**src/rtl/task_dispatcher_if.sv**
```systemverilog
// Queue-side and worker-side signals of the task dispatcher.
// Optional statistics signals exist only when TASK_DISPATCHER_STATS_EN is defined.
interface task_dispatcher_if #(
    parameter int NUM_WORKERS = 4
);
    logic [7:0]             q_task;
    logic                   q_empty;
    logic                   q_pop;
    logic [7:0]             worker_task;
    logic [NUM_WORKERS-1:0] worker_valid;
    logic [NUM_WORKERS-1:0] worker_ready;
    logic [NUM_WORKERS-1:0] worker_done;
    logic [NUM_WORKERS-1:0] busy;
    logic                   issuing;
`ifdef TASK_DISPATCHER_STATS_EN
    logic [15:0]            dispatch_count;
    logic [15:0]            stall_count;
`endif

    modport master (
        input  q_task, q_empty, worker_ready, worker_done,
        output q_pop, worker_task, worker_valid, busy, issuing
`ifdef TASK_DISPATCHER_STATS_EN
        , output dispatch_count, stall_count
`endif
    );

    modport slave (
        output q_task, q_empty, worker_ready, worker_done,
        input  q_pop, worker_task, worker_valid, busy, issuing
`ifdef TASK_DISPATCHER_STATS_EN
        , input dispatch_count, stall_count
`endif
    );
endinterface

```
**src/rtl/task_dispatcher.sv**
```systemverilog
// Pops tasks from the queue and issues them round-robin to free worker slots.
// Define TASK_DISPATCHER_STATS_EN to add saturating dispatch/stall counters.
module task_dispatcher #(
    parameter int NUM_WORKERS = 4,
    parameter int WID_WIDTH   = 2
) (
    input logic clk,
    input logic rst,
    task_dispatcher_if.master bus
);
    typedef enum logic {IDLE, ISSUE} state_t;

    state_t                 state;
    state_t                 state_next;
    logic [WID_WIDTH-1:0]   sel;
    logic [WID_WIDTH-1:0]   rr_ptr;
    logic [WID_WIDTH-1:0]   pick;
    logic [WID_WIDTH-1:0]   sel_inc;
    logic [7:0]             task_reg;
    logic [NUM_WORKERS-1:0] busy;
    logic [NUM_WORKERS-1:0] set_mask;
    logic                   all_busy;
    logic                   fetch;
    logic                   handshake;
    int                     idx;
    logic                   found;

    assign all_busy  = &busy;
    assign handshake = (state == ISSUE) && bus.worker_ready[sel];
    assign set_mask  = handshake ? (NUM_WORKERS'(1) << sel) : '0;
    assign sel_inc   = (int'(sel) == NUM_WORKERS - 1) ? '0 : sel + WID_WIDTH'(1);

    // First free worker at or above rr_ptr, wrapping around.
    always_comb begin
        pick  = '0;
        found = 1'b0;
        idx   = 0;
        for (int k = 0; k < NUM_WORKERS; k++) begin
            idx = int'(rr_ptr) + k;
            if (idx >= NUM_WORKERS) idx = idx - NUM_WORKERS;
            if (!found && !busy[idx]) begin
                found = 1'b1;
                pick  = WID_WIDTH'(idx);
            end
        end
    end

    always_comb begin
        state_next = state;
        fetch      = 1'b0;
        case (state)
            IDLE: begin
                if (!rst && !bus.q_empty && !all_busy) begin
                    fetch      = 1'b1;
                    state_next = ISSUE;
                end
            end
            ISSUE: begin
                if (handshake) state_next = IDLE;
            end
            default: state_next = IDLE;
        endcase
    end

    always_ff @(posedge clk) begin
        if (rst) begin
            state    <= IDLE;
            busy     <= '0;
            rr_ptr   <= '0;
            sel      <= '0;
            task_reg <= '0;
        end else begin
            state <= state_next;
            // A handshake target is never busy, so set and clear never collide.
            busy  <= (busy & ~bus.worker_done) | set_mask;
            if (fetch) begin
                task_reg <= bus.q_task;
                sel      <= pick;
            end
            if (handshake) rr_ptr <= sel_inc;
        end
    end

    assign bus.q_pop        = fetch;
    assign bus.worker_task  = task_reg;
    assign bus.worker_valid = (state == ISSUE) ? (NUM_WORKERS'(1) << sel) : '0;
    assign bus.busy         = busy;
    assign bus.issuing      = (state == ISSUE);

`ifdef TASK_DISPATCHER_STATS_EN
    logic [15:0] dispatch_count;
    logic [15:0] stall_count;

    function automatic logic [15:0] sat_inc(input logic [15:0] v);
        return (v == 16'hFFFF) ? v : v + 16'd1;
    endfunction

    always_ff @(posedge clk) begin
        if (rst) begin
            dispatch_count <= '0;
            stall_count    <= '0;
        end else begin
            if (handshake) dispatch_count <= sat_inc(dispatch_count);
            if (!bus.q_empty && all_busy) stall_count <= sat_inc(stall_count);
        end
    end

    assign bus.dispatch_count = dispatch_count;
    assign bus.stall_count    = stall_count;
`endif
endmodule

```
**src/flat_wrapper.sv**
```systemverilog
// flat-port wrapper written by rule: the top's interface ports become plain ports
module task_dispatcher_flat 
#(
    parameter int NUM_WORKERS = 4,
    parameter int WID_WIDTH   = 2
)
  (clk, rst, bus_q_task, bus_q_empty, bus_worker_ready, bus_worker_done, bus_q_pop, bus_worker_task, bus_worker_valid, bus_busy, bus_issuing);
  task_dispatcher_if #(.NUM_WORKERS(NUM_WORKERS)) bus_i ();
  input logic clk;
  input logic rst;
  input wire logic [$bits(bus_i.q_task)-1:0] bus_q_task;
  input wire logic [$bits(bus_i.q_empty)-1:0] bus_q_empty;
  input wire logic [$bits(bus_i.worker_ready)-1:0] bus_worker_ready;
  input wire logic [$bits(bus_i.worker_done)-1:0] bus_worker_done;
  output wire logic [$bits(bus_i.q_pop)-1:0] bus_q_pop;
  output wire logic [$bits(bus_i.worker_task)-1:0] bus_worker_task;
  output wire logic [$bits(bus_i.worker_valid)-1:0] bus_worker_valid;
  output wire logic [$bits(bus_i.busy)-1:0] bus_busy;
  output wire logic [$bits(bus_i.issuing)-1:0] bus_issuing;
  assign bus_i.q_task = bus_q_task;
  assign bus_i.q_empty = bus_q_empty;
  assign bus_i.worker_ready = bus_worker_ready;
  assign bus_i.worker_done = bus_worker_done;
  assign bus_q_pop = bus_i.q_pop;
  assign bus_worker_task = bus_i.worker_task;
  assign bus_worker_valid = bus_i.worker_valid;
  assign bus_busy = bus_i.busy;
  assign bus_issuing = bus_i.issuing;
  task_dispatcher #(.NUM_WORKERS(NUM_WORKERS), .WID_WIDTH(WID_WIDTH)) u_core (.clk(clk), .rst(rst), .bus(bus_i));
endmodule
```
**config.mk**
```make
export PLATFORM = sky130hd
export DESIGN_NAME = task_dispatcher_flat
export DESIGN_NICKNAME = d
export VERILOG_FILES = /design/src/rtl/task_dispatcher_if.sv /design/src/rtl/task_dispatcher.sv /design/src/flat_wrapper.sv
export SDC_FILE = /design/constraint.sdc
export NUM_CORES = 1
export LEC_CHECK = 0
export CAP_MARGIN = 10
export CORE_MARGIN = 2
export CORE_UTILIZATION = 42
export CTS_BUF_LIST = sky130_fd_sc_hd__clkbuf_8
export DETAILED_ROUTE_END_ITERATION = 6
export GPL_ROUTABILITY_DRIVEN = 1
export HOLD_SLACK_MARGIN = 0.06
export PLACE_DENSITY = 0.82
export SYNTH_ARGS = -nofsm -noshare
export SYNTH_HDL_FRONTEND = slang
export SYNTH_SLANG_ARGS = --single-unit
```
**constraint.sdc**
```tcl
create_clock -name clk -period 1.7 [get_ports clk]
set_clock_uncertainty 0.2 [all_clocks]
set_input_delay 0.17 -clock clk [delete_from_list [all_inputs] [get_ports clk]]
set_output_delay 0.17 -clock clk [all_outputs]
set_load 0.05 [all_outputs]
```
Word-level counts from Yosys, hierarchy flattened
Cells that the tools add are included.
Cells by class
  reductions and logical operators: 15
  $add $sub $neg: 8
  $lt $le $gt $ge: 9
  shift operators: 1
  bitwise gates (word level): 4
  equal/unequal tests: 1
  muxes and demuxes: 32
Operators with widths (count)
  less-than comparator 32 x 4 -> 1 bit, second input constant: 4
  2-to-1 mux 32 bit: 4
  greater-or-equal comparator 32 x 4 -> 1 bit, second input constant: 3
  subtractor 32 x 4 -> 32 bit, second input constant: 3
  2-to-1 mux 1 bit: 15
  binary-select mux 1 bit (select 2 bit): 5
  2-to-1 mux 2 bit: 5
  zero test 1 bit: 8
  2-to-1 mux 4 bit: 2
  adder 2 x 2 -> 3 bit, second input constant: 2
  logical AND 1 bit: 6
  bitwise AND 4 bit: 1
  inverter 4 bit: 1
  bitwise OR 4 bit: 1
  AND reduction 4 bit: 1
  << shifter 1 x 2 -> 4 bit, first input constant: 1
  subtractor 2 x 3 -> 4 bit, second input constant: 1
  adder 2 x 1 -> 3 bit, second input constant: 1
  greater-or-equal comparator 2 x 3 -> 1 bit, second input constant: 1
  less-than comparator 2 x 3 -> 1 bit, second input constant: 1
  adder 2 x 1 -> 2 bit, second input constant: 1
  == test 2 x 1 -> 1 bit, second input constant: 1
  one-hot mux 1 bit (2 select lines): 1
  inverter 1 bit: 1
Word-level totals
  input bits: 19
  word-level logic and storage cells: 75
  flip-flop bits (word level): 17

Depth between registers and ports, before layout
  depth after elaboration: 15
  mapped depth: 6

Worst setup path before layout
OpenSTA, ideal clock, no wires.
  path kind: register to output
  from: reg u_core.state, in the netlist u_core.bus.issuing
  to: out bus_q_pop
  stages on the path, launching flop included: 5
  arrival time: 1.665 ns
  path slack: -0.335 ns
  data required time: 1.330 ns
  cells stage by stage: dfxtp_1 -> buf_4 -> nor2_1 -> nand2_1 -> nor2_1
On the way
  word-level cells in the longest chain between the ends: 1
RTL lines
  start: declaration: line task_dispatcher.sv:13  | state_t state;
  start signal: assignment: line task_dispatcher.sv:73  | state <= state_next;
  2-to-1 mux 1 bit: line task_dispatcher.sv:51  | case (state)
  end: declaration: line flat_wrapper.sv:15  | output wire logic [$bits(bus_i.q_pop)-1:0] bus_q_pop;
Every way passes these cells.

Worst setup path in the final report
  from: reg u_core.sel[0]
  to: out bus_worker_valid[2]
On the way
  word-level cells in the longest chain between the ends: 2
RTL lines
  start: declaration: line task_dispatcher.sv:15  | logic [WID_WIDTH-1:0] sel;
  start signal: assignment: line task_dispatcher.sv:78  | sel <= pick;
  << shifter 1 x 2 -> 4 bit: line task_dispatcher.sv:86  | assign bus.worker_valid = (state == ISSUE) ? (NUM_WORKERS'(1) << sel) : '0;
  2-to-1 mux 4 bit: line task_dispatcher.sv:86
  end: declaration: line flat_wrapper.sv:17  | output wire logic [$bits(bus_i.worker_valid)-1:0] bus_worker_valid;
Every way passes these cells.

==> impl_metrics.ini <==
[timing]
setup_viol = 0
min_period_ns = 1.63
drv_slew = 0
hold_viol_final = 0
fin_hold_ws_ns = 0.253
fin_ws_ns = 0.0652
rsz0062_at_grt = no
tightest_slew_ns = 0.276
fmax_ghz = 0.612
finalCritPeriodShare = 0.962
slew_headroom = 0.816

[logic_synthesis]
synthSimpleGateAreaFrac = 0.271
seq_area_frac_synth = 0.422
synth-seq-cells = 17
async_reset_ff_frac = 0
yosys.area.top_type_share = 0.422
synth_area_leaders = dfxtp_1 42%, a21oi_1 9.9%, nand2_1 9.8%
yosysTopAreaCell = dfxtp_1
synth.area.mux_share = 0.0279
synthCells = 100
synth_flop_cell = dfxtp_1
avgSynthCellArea_um2 = 8.07
synth_fa_ha_area_frac = 0.0620
ys_warn_count = 0
syn_nets = 123
synth_top_family_by_area = simple AND/OR/NAND/NOR gates
synth.distinct_cells = 26
synthXorXnorAreaFrac = 0
synth_area_um2 = 807
synth_compound_area_frac = 0.174
synth-edff-count = 0

[floorplan]
rows = 15
dieArea_mm2 = 0.00229
initial_core_util = 0.457
dieHeight_um = 47.8
coreArea_mm2 = 0.00176
io_pins = 37
die_w_um = 47.8

[clock_tree]
cts_setup_buffers = 0
root_buffer = clkbuf_8
clkSlewWorstSetupHoldPaths_ns = 0.07
postCtsHoldBufs = 0
clock_sinks = 17
htreeDepth = 1
clk_latency_ns = 0.25
clockBufferDepth = 2
cts_tree = built
cts_made_buffers = 3

[setup_path]
r2r_start = u_core.sel[0]
r2r-end = u_core.rr_ptr[0]
cpPeakStageDelay_ns = 0.38
crit_path_end_kind = primary output
crit_arrival_ns = 1.26
r2r_cells = 4
critPathLaunchType = register
path_max_fanout = 6
path_cells = inv_1 > ha_1 > and2_2 > buf_4
path_class = reg2out
r2r_slack_ns = 0.11
crit_required_ns = 1.33
startpoint = u_core.sel[0]
crit_slowest_cell = dfxtp_4
crit_end = bus_worker_valid[2]

[grt]
grt_pass1_wl_um = 3080
met3_usage = 0.0453
grt.met2_usage = 0.387
grt_use_total = 0.194
grt.busiest_layer = met2
grt_pass1_vias = 771
grt.met1_usage = 0.192
grt_overflow_total = 0
antenna_found_initial = 0
grt_max_degree = 11

[placement]
io_buffers = 36
placedInstanceArea_mm2 = 0.00124
dp_hpwl_um = 1610
place_congestion = 0.745
dpl_worst_slack_ns = -0.0503

[power_and_ir_drop]
ir_drop_uv = 405
power_density_mw_per_mm2 = 767
cellLeakagePower_nw = 0.523

[layout]
nets = 166
multiInputGateArea_um2 = 444
area_growth_pct = 60.5
fillCellCount = 147
fin_util = 0.734
regArea_um2 = 348
drive_gt1_frac = 0.275
finalInstanceArea_mm2 = 0.00129
num_antenna_cells = 0

[drt]
wl_per_cell_um = 12.2
drc = 0
drtPass1Iterations = 4
drt_iter0_drc = 29
wirelength_um = 2040
drt.antenna.violating_nets = 0
viasPerCell = 5.13
dr_total_vias = 857

[status]
status = complete, no violations

[flow_run]
cap_violations = 0

[min_path]
hp-class = reg2reg
hold_depth = 2
-- worst min path at each step --
| stage | start | endpoint | slack [ns] |
|---|---|---|---|
| after detailed placement | u_core.bus.worker_task[6] | u_core.bus.worker_task[6] | 0.24 |
| after global placement | u_core.bus.worker_task[4] | u_core.bus.worker_task[4] | 0.24 |
| after CTS | u_core.bus.worker_task[6] | u_core.bus.worker_task[6] | 0.25 |
| after global routing | u_core.bus.worker_task[4] | u_core.bus.worker_task[4] | 0.27 |
| after floorplan | bus_q_task[0] | u_core.bus.worker_task[0] | 0.11 |
| final | u_core.bus.worker_task[4] | u_core.bus.worker_task[4] | 0.25 |
-- metal layers --
metal  vias up  share of wire
met3         4          0.079
met5         -              0
met4         0         0.0098
li1        426              -
met2        37           0.51
met1       390           0.40
-- layout make-up --
class | count | share of cell area
timing repair buffer | 42 | 0.317
multi-input combinational | 75 | 0.343
clock buffer | 3 | 0.0319
inverter | 4 | 0.0116
sequential | 17 | 0.269
clock inverter | 1 | 0.00386
tap | 25 | 0.0242
-- cell families (layout without fill, tap and decap cells) --
logic type / count (synthesis) / after routing
DFF: 17 / 17
muxes: 1 / 1
and+or+nand+nor: 46 / 46
buffers and inverters: 8 / 50
adders and majority gates: 4 / 4
AOI/OAI and AO/OA: 24 / 24
-- worst max-delay path, delay by kind of cell (launching register included) --
| family | cells | cell delay [ns] |
|---|---|---|
| fa+ha+maj | 1 | 0.18 |
| buf+inv | 2 | 0.25 |
| flops | 1 | 0.38 |
| simple gates | 1 | 0.20 |
-- power breakdown --
part / total, mW / switching [mW] / internal [mW]
clock: 0.297 / 0.135 / 0.162
sequential: 0.438 / 0.0189 / 0.419
combinational: 0.257 / 0.142 / 0.115
total: 0.993 / 0.296 / 0.697
-- Yosys cell counts, types with 2 or more instances --
| cell type | n |
|---|---|
| and2_1 | 5 |
| ha_1 | 4 |
| o21ai_0 | 2 |
| nor2_1 | 8 |
| nor2b_1 | 3 |
| clkbuf_1 | 2 |
| inv_1 | 4 |
| nand4_1 | 2 |
| a21oi_1 | 16 |
| dfxtp_1 | 17 |
| nand2_1 | 21 |
| nand3b_1 | 2 |
-- what timing repair did --
action                                 4_1_cts  5_1_grt
endpoints found under the hold margin        0        0
gates resized for setup                      2        1
setup endpoints to repair                    3        1
-- per-stage QoR --
stage	cells	setup TNS (ns)	power [mW]
floorplan	100	0	0.591
global placement	163	0	0.699
detailed placement	163	-0.0505	0.705
CTS	167	0	1.00
global route	167	0	1.03
finish	167	0	0.993
-- flip-flops by register name (all words and copies together) (netlist names) --
name and cells:
u_core.sel 2, u_core.bus.worker_task 8, u_core.bus.issuing 1, u_core.rr_ptr 2, u_core.bus.busy 4
-- placed cells by master, fill, tap and decap left out, drive strengths merged, types with 2 or more instances in the layout --
cell,netlist,routed
o21ai,2,2
buf,2,24
nand2,22,22
clkbuf,2,3
dfxtp,17,17
clkdlybuf4s50,0,18
a21oi,16,16
nand3b,2,2
nor2,8,8
nand4,2,2
nor2b,3,3
ha,4,4
inv,4,4
and2,5,5
(Power assumes the default switching activity.)
==> RTL change (config.mk and constraints unchanged) <==
`WID_WIDTH` is set to 2 in 2 places; all go to 4.
--- a/src/rtl/task_dispatcher.sv
+++ b/src/rtl/task_dispatcher.sv
@@ -2,7 +2,7 @@
 // Define TASK_DISPATCHER_STATS_EN to add saturating dispatch/stall counters.
 module task_dispatcher #(
     parameter int NUM_WORKERS = 4,
-    parameter int WID_WIDTH   = 2
+    parameter int WID_WIDTH   = 4
 ) (
     input logic clk,
     input logic rst,
--- a/src/flat_wrapper.sv
+++ b/src/flat_wrapper.sv
@@ -2,7 +2,7 @@
 module task_dispatcher_flat 
 #(
     parameter int NUM_WORKERS = 4,
-    parameter int WID_WIDTH   = 2
+    parameter int WID_WIDTH   = 4
 )
   (clk, rst, bus_q_task, bus_q_empty, bus_worker_ready, bus_worker_done, bus_q_pop, bus_worker_task, bus_worker_valid, bus_busy, bus_issuing);
   task_dispatcher_if #(.NUM_WORKERS(NUM_WORKERS)) bus_i ();
Formal check against the unedited RTL: same outputs for any inputs over 10 cycles, from zero or initial values and one cycle with rst high; that may be too few to reach the edited logic, so the function may still have changed.
==> RTL change against the unedited design <==
  * The run now ends with negative setup slack left
  * Sequential cell count up 4
  * Clock power up 15%
  * Power up 24%
  * Area after synthesis up 92%
  * Die area up 83%
  * First-iteration DRC count up 86%
  * Routed wire length up 150%
  * Critical path depth up 5
  * Hold slack worse by 0.0082 ns
  * Setup slack worse by 0.66 ns
  * Final area up 100%
  * Critical path type is now flop to flop
  * Largest power group unchanged
  * Highest routed layer unchanged
==> RTL change: results (changes against the unedited design) <==
\begin{tabular}{lr}
\hline
Metric & Value \\
\hline
\multicolumn{2}{l}{\textbf{Power}} \\
\quad Switching power as a share of total power & 30.6\% (+0.75 points) \\
\quad Power Clock & 0.000343 W (+15\%) \\
\quad Highest ir drop seen on vdd & 0.560 mV (+38\%) \\
\quad Sequential cell fraction of total power & 42.3\% (-1.8 points) \\
\quad Static power due to leakage & 1.07 nW (+100\%) \\
\multicolumn{2}{l}{\textbf{Critical path}} \\
\quad Longest individual stage delay on the worst path & 0.42 ns (+0.04 ns) \\
\quad Worst Path Max Fanout & 5 (-1) \\
\quad Arrival time of the worst setup path & 2.30 ns (+1.04 ns) \\
\quad Kind of cell adding the most delay to the critical path & compound AO/OA/AOI/OAI gates \\
\multicolumn{2}{l}{\textbf{Placement}} \\
\quad Number of placed instances with taps included & 292 (+79\%) \\
\quad Gp weighted congestion & 0.840 (+13\%) \\
\quad Worst slack at placement & -0.718 ns (-0.667 ns) \\
\quad Half-perimeter wire length of the detailed placement result & 3.12 mm (+94\%) \\
\quad Dpl cell area & 0.00233 mm\^{}2 (+88\%) \\
\multicolumn{2}{l}{\textbf{Synth}} \\
\quad Part of the Yosys area used for sequential elements & 27.2\% (-15 points) \\
\quad Synth cell count leaders & nand2\_1 (29), dfxtp\_1 (21), a21oi\_1 (18) \\
\quad Gate Count Post-Synth & 183 (+83\%) \\
\quad Nets in the synthesized netlist & 215 (+75\%) \\
\quad Top post-synthesis cells by area & dfxtp\_1 (27\%), ha\_1 (11\%), nand2\_1 (7.0\%), a21oi\_1 (5.8\%), mux4\_1 (3.4\%) \\
\multicolumn{2}{l}{\textbf{Routing}} \\
\quad Via-to-Cell Ratio & 5.51 (+7.5\%) \\
\quad DRC marker count from the first detailed-route iteration & 54 (+86\%) \\
\quad Per-cell routed wire length & 16.3 um (+34\%) \\
\quad Total detailed-routing wirelength & 5.01 mm (+150\%) \\
\multicolumn{2}{l}{\textbf{STA}} \\
\quad Number of failing setup endpoints in the final timing report & 6 (+6) \\
\quad Transition time at the pin with the least slew margin & 0.373 ns (+0.0972 ns) \\
\quad Total negative setup slack & -2.16 ns (-2.16 ns) \\
\quad PnR worst setup slack & -0.600 ns (-0.665 ns) \\
\multicolumn{2}{l}{\textbf{Status}} \\
\quad Run status & complete, but fails checks \\
\quad Violations in the final reports & negative setup slack \\
\multicolumn{2}{l}{\textbf{Global routing}} \\
\quad Global-route wire length before repair & 7.94 mm (+160\%) \\
\quad Maximum number of pins on one net before global-route repair & 22 (+11) \\
\quad Combined global-route utilization of all metal layers & 24.4\% (+5.0 points) \\
\multicolumn{2}{l}{\textbf{Clock tree}} \\
\quad Number of post-CTS setup repair buffers & 8 (+8) \\
\quad Post-cts gate resize count & 24 (+22) \\
\multicolumn{2}{l}{\textbf{Finish}} \\
\quad Filler instances & 235 (+60\%) \\
\quad Share of final-layout standard cells stronger than drive strength 1 & 45.9\% (+18 points) \\
\multicolumn{2}{l}{\textbf{Min path}} \\
\quad Hold Path Class & primary input to flop \\
\hline
\end{tabular}
RTL change: changes by cell type after synthesis, sizes merged, moves of 4 or more:
cell	delta
a211oi	+4
and2	-4
clkbuf	+4
dfxtp	+4
ha	+9
inv	+5
mux2	+4
nand2	+7
xnor2	+6
RTL change: routing by layer:
metal	share of wire, %	global-route usage (%)
met2	53	43.5
met3	5.3	3.99
met1	38	28.4
met4	3.0	11.4
met5	0	0
RTL change: layout make-up:
type	count	area (um^2)	area share [%]
Clock inverter	1	7.51	0.290
Timing Repair Buffer	83	779	30.1
Inverter	10	57.6	2.23
Sequential cell	21	438	16.9
Clock buffer	3	41.3	1.60
Tap cell	48	60.1	2.32
Multi-Input combinational cell	141	1200	46.5
RTL change: cell families (layout without fill, tap and decap cells):
family / Yosys count / count (layout) / synth area share [%]
flip-flops: 21 / 21 / 27.2
AND/OR/NAND/NOR: 66 / 66 / 22.4
multiplexers: 11 / 11 / 11.2
adder cells (fa/ha/maj): 13 / 13 / 10.5
AO/OA/AOI/OAI: 43 / 43 / 17.9
buffers and inverters: 21 / 97 / 6.31
XOR/XNOR: 8 / 8 / 4.53
RTL change: worst paths after layout:
path	from	endpoint	slack, ns	cells after the start
hold reg to reg	u_core.bus.worker_task[1]$_SDFFE_PP0P_	u_core.bus.worker_task[1]$_SDFFE_PP0P_	0.26	2
setup / recovery	u_core.rr_ptr[1]$_SDFFE_PP0P_	u_core.sel[3]$_SDFFE_PP0P_	-0.60	9
hold / removal	bus_q_task[1]	u_core.bus.worker_task[1]$_SDFFE_PP0P_	0.24	3
setup reg to reg	u_core.rr_ptr[1]$_SDFFE_PP0P_	u_core.sel[3]$_SDFFE_PP0P_	-0.60	9
